<file path="config.mk">
export PLATFORM = sky130hd
export DESIGN_NAME = hdmi_period_scheduler
export DESIGN_NICKNAME = d
export VERILOG_FILES = /design/src/rtl/hdmi_period_scheduler.sv
export SDC_FILE = /design/constraint.sdc
export NUM_CORES = 1
export LEC_CHECK = 0
export CAP_MARGIN = 0
export CORE_UTILIZATION = 49
export DETAILED_ROUTE_END_ITERATION = 12
export PLACE_DENSITY = 0.88
export REMOVE_ABC_BUFFERS = 1
export SYNTH_ARGS = -nofsm -noshare
export SYNTH_HDL_FRONTEND = slang
export SYNTH_SLANG_ARGS = --single-unit
export TNS_END_PERCENT = 5
</file>
<file path="constraint.sdc">
create_clock -name clk_pix -period 2.77 [get_ports clk_pix]
set_clock_uncertainty 0.2 [all_clocks]
set_input_delay 0.554 -clock clk_pix [delete_from_list [all_inputs] [get_ports clk_pix]]
set_output_delay 0.554 -clock clk_pix [all_outputs]
set_load 0.01 [all_outputs]
</file>
<file path="src/rtl/hdmi_period_scheduler.sv">
// Per-pixel HDMI period sequencer: video lead-in, active video and data-island scheduling.
// Define HDMI_DATA_ISLAND_EN to schedule data islands; leave it undefined for DVI-only output.
module hdmi_period_scheduler #(
    parameter int H_ACTIVE     = 1280,
    parameter int H_TOTAL      = 1650,
    parameter int V_ACTIVE     = 720,
    parameter int V_TOTAL      = 750,
    parameter int ISLAND_START = 1300,
    parameter int MAX_PKTS     = 2
) (
    input  logic        clk_pix,
    input  logic        rst,
    input  logic [10:0] counterX,
    input  logic [9:0]  counterY,
    input  logic        pkt_valid,
    output logic [2:0]  period,
    output logic [3:0]  ctl,
    output logic [4:0]  di_idx,
    output logic        pkt_start,
    output logic        pkt_done,
    output logic        island_active
);

`ifdef HDMI_DATA_ISLAND_EN
    localparam bit ISLAND_EN = 1'b1;
`else
    localparam bit ISLAND_EN = 1'b0;
`endif

    localparam logic [10:0] X_ACTIVE = 11'(H_ACTIVE);
    localparam logic [10:0] X_TOTAL  = 11'(H_TOTAL);
    localparam logic [10:0] X_ISLAND = 11'(ISLAND_START);
    localparam logic [10:0] X_PRE    = 11'(H_TOTAL - 10);
    localparam logic [10:0] X_GB     = 11'(H_TOTAL - 2);
    localparam logic [9:0]  Y_ACTIVE = 10'(V_ACTIVE);
    localparam logic [9:0]  Y_TOTAL  = 10'(V_TOTAL);
    localparam logic [9:0]  Y_LAST   = 10'(V_TOTAL - 1);
    localparam logic [2:0]  PKT_MAX  = 3'(MAX_PKTS);

    if (ISLAND_START < H_ACTIVE + 12) begin : g_err_island_start
        $error("hdmi_period_scheduler: ISLAND_START must be >= H_ACTIVE+12");
    end
    if (ISLAND_START + 24 + 32 * MAX_PKTS > H_TOTAL - 10) begin : g_err_island_len
        $error("hdmi_period_scheduler: data island overlaps the video lead-in");
    end
    if (MAX_PKTS < 1 || MAX_PKTS > 4) begin : g_err_max_pkts
        $error("hdmi_period_scheduler: MAX_PKTS must be in 1..4");
    end

    typedef enum logic [2:0] {
        ST_CTRL, ST_DI_PRE, ST_DI_GB_LEAD, ST_DI_DATA, ST_DI_GB_TRAIL
    } state_t;

    typedef enum logic [2:0] {
        P_CTRL    = 3'd0,
        P_VID_PRE = 3'd1,
        P_VID_GB  = 3'd2,
        P_VIDEO   = 3'd3,
        P_DI_PRE  = 3'd4,
        P_DI_GB   = 3'd5,
        P_DI_DATA = 3'd6
    } period_t;

    // state/cnt describe the pixel already on the outputs; *_n describe the pixel now sampled
    state_t      state, state_n;
    logic [4:0]  cnt, cnt_n;
    logic [2:0]  pkt_cnt, pkt_cnt_n;
    logic        more, more_n;
    logic        in_range, video_led;
    logic [9:0]  next_row;
    period_t     period_n;
    logic [3:0]  ctl_n;
    logic [4:0]  di_idx_n;
    logic        pkt_start_n, pkt_done_n, island_n;

    assign in_range  = (counterX < X_TOTAL) && (counterY < Y_TOTAL);
    assign next_row  = (counterY == Y_LAST) ? 10'd0 : counterY + 10'd1;
    assign video_led = next_row < Y_ACTIVE;

    always_comb begin
        // NOTE: every signal gets a default first so no path leaves it unassigned (no latch).
        state_n     = state;
        cnt_n       = cnt;
        pkt_cnt_n   = pkt_cnt;
        more_n      = more;
        pkt_start_n = 1'b0;
        pkt_done_n  = 1'b0;
        if (in_range) begin
            unique case (state)
                ST_CTRL: begin
                    if (ISLAND_EN && counterX == X_ISLAND && pkt_valid) begin
                        state_n = ST_DI_PRE;
                        cnt_n   = 5'd0;
                    end
                end
                ST_DI_PRE: begin
                    if (cnt == 5'd7) begin
                        state_n = ST_DI_GB_LEAD;
                        cnt_n   = 5'd0;
                    end else begin
                        cnt_n = cnt + 5'd1;
                    end
                end
                ST_DI_GB_LEAD: begin
                    if (cnt == 5'd1) begin
                        state_n     = ST_DI_DATA;
                        cnt_n       = 5'd0;
                        pkt_start_n = 1'b1;
                    end else begin
                        cnt_n = cnt + 5'd1;
                    end
                end
                ST_DI_DATA: begin
                    if (cnt == 5'd31) begin
                        cnt_n = 5'd0;
                        if (more) pkt_start_n = 1'b1;
                        else      state_n     = ST_DI_GB_TRAIL;
                    end else begin
                        cnt_n = cnt + 5'd1;
                        // The continue decision is taken on the word-31 pixel itself.
                        if (cnt == 5'd30) begin
                            pkt_done_n = 1'b1;
                            pkt_cnt_n  = pkt_cnt + 3'd1;
                            more_n     = pkt_valid && ((pkt_cnt + 3'd1) < PKT_MAX);
                        end
                    end
                end
                ST_DI_GB_TRAIL: begin
                    if (cnt == 5'd1) begin
                        state_n   = ST_CTRL;
                        cnt_n     = 5'd0;
                        pkt_cnt_n = 3'd0;
                        more_n    = 1'b0;
                    end else begin
                        cnt_n = cnt + 5'd1;
                    end
                end
                default: state_n = ST_CTRL;
            endcase
        end
    end

    always_comb begin
        period_n = P_CTRL;
        ctl_n    = 4'b0000;
        di_idx_n = 5'd0;
        island_n = 1'b0;
        if (in_range) begin
            if (counterX < X_ACTIVE && counterY < Y_ACTIVE) begin
                period_n = P_VIDEO;
            end else if (video_led && counterX >= X_GB) begin
                period_n = P_VID_GB;
            end else if (video_led && counterX >= X_PRE) begin
                period_n = P_VID_PRE;
                ctl_n    = 4'b0001;
            end
            unique case (state_n)
                ST_DI_PRE: begin
                    period_n = P_DI_PRE;
                    ctl_n    = 4'b0101;
                    island_n = 1'b1;
                end
                ST_DI_GB_LEAD, ST_DI_GB_TRAIL: begin
                    period_n = P_DI_GB;
                    island_n = 1'b1;
                end
                ST_DI_DATA: begin
                    period_n = P_DI_DATA;
                    di_idx_n = cnt_n;
                    island_n = 1'b1;
                end
                default: ;
            endcase
        end
    end

    always_ff @(posedge clk_pix or posedge rst) begin
        if (rst) begin
            state         <= ST_CTRL;
            cnt           <= 5'd0;
            pkt_cnt       <= 3'd0;
            more          <= 1'b0;
            period        <= 3'd0;
            ctl           <= 4'b0000;
            di_idx        <= 5'd0;
            pkt_start     <= 1'b0;
            pkt_done      <= 1'b0;
            island_active <= 1'b0;
        end else begin
            // NOTE: non-blocking so every register samples the pre-edge values together.
            state         <= state_n;
            cnt           <= cnt_n;
            pkt_cnt       <= pkt_cnt_n;
            more          <= more_n;
            period        <= period_n;
            ctl           <= ctl_n;
            di_idx        <= di_idx_n;
            pkt_start     <= pkt_start_n;
            pkt_done      <= pkt_done_n;
            island_active <= island_n;
        end
    end

endmodule

</file>
==> summary.txt <==
Detailed routing
  – Via/cell ratio: 5.82
  – DRT iter0 DRCs: 74
  – Routed wire length: 3.49 mm
  – Avg WL per Cell: 14.1 um
  – Routed vias: approximately 1400
  – DRC Markers: 0
  – Antenna-violating nets left: 0
  – First-pass iteration count of the detailed router: 4

Critical path
  – RR Startpoint: cnt[1]$_DFF_PP0_
  – CP endpoint kind: flop
  – Worst reg-to-reg setup slack: 0.1 ns
  – Arr. time, crit path: 2.73 ns
  – Crit Path Max Fanout: 5
  – Kind of critical path: flop to flop
  – Startpoint types: flop
  – Worst reg2reg path depth: 8
  – CP required: 2.82 ns
  – RR Endpoint: di_idx[1]$_DFF_PP0_

Power
  – Flop pwr share: between 40 and 50%
  – Total power: 1.09 mW
  – Pwr dens: roughly 540 nW/um2
  – Clk pwr share: 14.9%
  – Int Power: 697 uW
  – Sw frac: 36.2%
  – Leakage: 0.893 nW
  – Combinational fraction of design power: 42.2%
  – Net switching power: 396 uW
  – Worst IR drop on VDD: 273 uV

Logic synthesis
  – Cell taking the most area after synthesis: dfrtp_1
  – Post-synthesis cell type count: 54
  – Mapped Area: 1550 um2
  – Ys async rst share: 100%
  – Syn avg cell area: 9.72 um2
  – Synth Register Bits: 25
  – Share of the synthesized area in the top cell type: between 40% and 50%
  – YS warnings: 0
  – Number of flops mapped to enable cells by yosys: 0
  – Sequential fraction of the synthesis area: between 40% and 50%
  – Ys flop type: dfrtp_1
  – Area contributors post-synth: dfrtp_1 (40%), ha_1 (4.0%), nand2_1 (3.2%)
  – Cell count after synthesis: 159

STA
  – Tcrit/Tclk final: 96.5%
  – Setup violations, final: 0
  – Worst Tran Pin Value: 0.594 ns
  – Final Hold Fails: 0
  – RSZ-0062 raised after global routing: yes
  – Crit path time final: 2.67 ns
  – Fmax: 374 MHz
  – Slew Viols, Final: 0
  – Slew HR: 59.4%
  – Hold WS: 0.233 ns

GRT
  – Vias in the first global route: 1361
  – Largest net degree at the start of global routing: 21
  – Antenna violations before repair: 0
  – GRT overflow: 0
  – GRT Total Usage: 22.5%
  – First-pass GRT wire length: 5.84 mm

CTS
  – Clk_lat worst skew: 0.32 ns
  – CTS tree: yes
  – Num CTS Buffers: 3
  – Clock root cell: clkbuf_4
  – Setup bufs post-CTS: 0
  – H-Tree Depth: 1
  – Post-cts gate resize count: 0
  – CTS clk-pin slew, worst paths: 0.14 ns
  – Hold-fix buffers, CTS: 0
  – Clock sinks: 25
  – CTS Buffer Depth: 2

Finish
  – P&R area growth vs syn: 31.5%
  – Share of layout cells above drive strength 1: 13.8%
  – Inserted Diodes: 0
  – Fillers: ~240
  – Final #Nets: 233

Die
  – Die Footprint: ~3400 um2
  – Die Wd: 58.2 um
  – Initial core utilization: 51.0%
  – Io pins: 39
  – Height of the die: 58.2 um
  – Core area: 3030 um2
  – Num rows: 20

Placed design
  – PortBufs: 35
  – Placer Congestion: 0.840
  – Detailed placement HPWL: around 2.8 mm

Hold path
  – Worst min path class: input port to asynchronous set/reset pin

Status
  – Status: complete, no violations

Flow run
  – Max Cap Viol: 0
==> routing by layer <==
layer / share of wire (%) / GRT usage [%] / up-vias
li1: - / - / 689
met1: 42 / 28.7 / 681
met2: 51 / 39.2 / 63
met3: 5.2 / 2.46 / 5
met4: 1.3 / 8.50 / 0
met5: 0 / 0 / -
==> cell usage after synthesis (all sizes together), types with 3 or more instances <==
cell	number
a21oi	4
a31oi	4
and3	4
buf	6
dfrtp	25
ha	5
inv	6
nand2	13
nand3	7
nand3b	4
nand4	4
nor2	4
nor3	9
nor4b	3
o211ai	3
o21a	4
o21ai	8
o31a	3
o31ai	3
or2	5
or3	3
==> cell families after synthesis <==
kind of cell               Yosys count  share of synthesized area, %
and+or+nand+nor                     69                          28.3
AOI/OAI and AO/OA                   42                          20.3
DFF                                 25                          40.5
buffers and inverters               13                          3.97
adders and majority gates            5                          4.05
xor gates and xnor gates             2                          1.13
muxes                                2                          1.46
other                                1                         0.243
==> how the worst max path moves through the flow <==
stage | from | end | slack, ns | depth (start not counted)
6_report | cnt[1]$_DFF_PP0_ | di_idx[1]$_DFF_PP0_ | 0.1 | 8
3_3_place_gp | counterX[8] | period[0]$_DFF_PP0_ | 0.06 | 6
3_5_place_dp | counterX[8] | period[0]$_DFF_PP0_ | 0.05 | 6
2_1_floorplan | cnt[0]$_DFF_PP0_ | pkt_cnt[0]$_DFFE_PP0P_ | 0.31 | 7
5_1_grt | cnt[1]$_DFF_PP0_ | di_idx[1]$_DFF_PP0_ | -0.03 | 8
4_1_cts | cnt[1]$_DFF_PP0_ | di_idx[1]$_DFF_PP0_ | 0.11 | 8
==> power groups by stage <==
stage	Sequential [mW]	Combinational (mW)	Clock (mW)
final	0.468	0.461	0.163
after global routing	0.475	0.507	0.183
after CTS	0.468	0.454	0.166
after detailed placement	0.476	0.451	0
after global placement	0.470	0.438	0
after floorplan	0.483	0.264	0
==> per-stage QoR <==
| step | cell area (um2) | instances | setup WS, ns | TNS (ns) | util (%) |
|---|---|---|---|---|---|
| floorplan | 1510 | 153 | 0.308 | 0 | - |
| global placement | 2000 | 243 | 0.0565 | 0 | 66.0 |
| detailed placement | 2000 | 243 | 0.0546 | 0 | 66.0 |
| CTS | 2030 | 247 | 0.106 | 0 | 66.9 |
| global route | 2030 | 247 | -0.0304 | -0.0304 | 67.1 |
| finish | 2030 | 247 | 0.0966 | 0 | 67.1 |
==> final cells by class <==
cell class | count | area (um2) | share of cell area, %
tap | 44 | 55.1 | 2.71
clock inverter | 1 | 5.00 | 0.246
timing repair buffer | 46 | 433 | 21.3
clock buffer | 3 | 22.5 | 1.11
inverter | 6 | 22.5 | 1.11
sequential | 25 | 626 | 30.8
multi-input combinational | 122 | 868 | 42.7
==> cells in the final DEF (no fill, tap or decap), types with 3 or more instances in the layout <==
cell,n
or3_1,3
dfrtp_1,25
nor2_1,4
o31a_1,3
nand2_1,13
nand4_1,4
and3_1,4
o31ai_1,3
ha_1,5
clkbuf_4,3
a21oi_1,4
o21ai_0,3
a31oi_1,4
clkdlybuf4s50_1,35
o21ai_1,5
inv_1,5
o21a_1,4
nor3_1,7
nand3b_1,4
buf_4,11
nand3_1,7
==> sequential cells by signal, indices dropped and copies added (netlist names) <==
register and cells:
ctl 2, pkt_start 1, period 3, cnt 5, state 3, more 1
pkt_cnt 3, island_active 1, di_idx 5, pkt_done 1
==> worst max-delay path, cell delays in order (launching register included) <==
cell and delay [ns]:
dfrtp_1 0.47, ha_1 0.26, and3_1 0.20, ha_1 0.20
nand2b_1 0.16, o211a_1 0.16, or3_1 0.43, o41ai_2 0.37
nor2b_1 0.17
No activity file was read; power rests on OpenSTA's default activity.
==> patch, RTL diff (same flow settings) <==
Set the localparam `ISLAND_EN` to 1'b1 (it was 1'b0).
--- a/src/rtl/hdmi_period_scheduler.sv
+++ b/src/rtl/hdmi_period_scheduler.sv
@@ -26,3 +26,3 @@
 `else
-    localparam bit ISLAND_EN = 1'b0;
+    localparam bit ISLAND_EN = 1'b1;
 `endif
Behaviour: not the same (a bounded check fails within 4 cycles, from zero or initial values and one cycle with rst high).
==> patch against the original RTL <==
  * The flow now finishes with violations (design-rule violations)
  * Worst setup slack improved by 0.12 ns
  * Clock power rose by 6%
  * Global-route usage is 0.77 points higher
  * Wire length is 4.4% higher
  * Sequential cell count unchanged
  * Area after synthesis fell by 0.32%
  * Design area decreased by 2.5%
  * Sequential power up 6.0%
  * Power up 1.3%
  * Critical endpoint is now ctl[0]
  * Highest routed layer unchanged
==> patch: results (changes against the original RTL) <==
metric	value	unit	change
outcome	finished with violations		
failing checks	design-rule violations		
Hold WS	0.311	ns	+0.0780 ns
top cells by area, synth	dfrtp_1 (41%), nand2_1 (6.1%), ha_1 (4.1%), nor2b_1 (2.4%), nand3_1 (2.3%)		
Layout clock area frac	1.52	%	+0.16 points
P_comb	0.439	mW	-4.8%
Pleak	0.836	nW	-6.4%
Non-clock buffer share	20.1	%	-1.2 points
reg-to-reg startpoint	cnt[0]		
area of the multi-input gates	845	µm²	-2.7%
Clock group	0.172	mW	+6%
Placed Area	1950	µm²	-2.4%
drt drc	2		+2
reg2reg end	ctl[0]		
FF-to-FF path depth	10		+2
crit path DAT	2.62	ns	-0.11 ns
commonest cells in the synthesized netlist	dfrtp_1 (25), nand2_1 (25), inv_1 (8)		
GP Congestion	0.901		+7.3%
register area share after synthesis	40.6	%	+0.13 points
P_seq	0.496	mW	+6.0%
first-pass GRT wire length	6.08	mm	+4.1%
pin count of the biggest net entering global routing	26		+24%
Netlist cell types	55		+1.9%
fin cells	245		-0.81%
FFs & Latches	25		unchanged
Syn Area/Cell	9.39	µm²	-3.4%
dpl cells	241		-0.82%
fraction of layout cells with a size suffix above 1	7.88	%	-5.9 points
comb_multi_in	125		+2.5%
Worst IR Drop VDD	420	µV	+54%
HP Class	flop to flop		
## patch: worst max-delay path: stages, from the launching register on
cell and delay, ns:
dfrtp_1 0.46, ha_1 0.22, nand2_1 0.10, nor2_1 0.11, ha_1 0.25, and3b_1 0.22, nor2_1 0.09, a31oi_1 0.25
o22ai_4 0.14, a211o_1 0.29, a21oi_1 0.16
## patch: layer usage
layer / share of wire [%] / GRT usage [%] / wire, µm / up-vias
met2: 51 / 41.9 / 1850 / 51
met1: 43 / 29.6 / 1560 / 670
met5: 0 / 0 / 0 / -
met3: 4.5 / 2.68 / 165 / 9
li1: - / - / - / 679
met4: 1.7 / 6.12 / 62 / 0
## patch: cell families (layout without fill, tap and decap cells)
kind of cell	after synthesis	after routing	synth area share [%]
other cells	1	2	0.243
flops	25	25	40.6
xor+xnor	2	2	1.14
compound gates	45	45	23.0
fa+ha+maj	5	5	4.06
simple gates	71	71	26.2
buf+inv	15	53	4.79
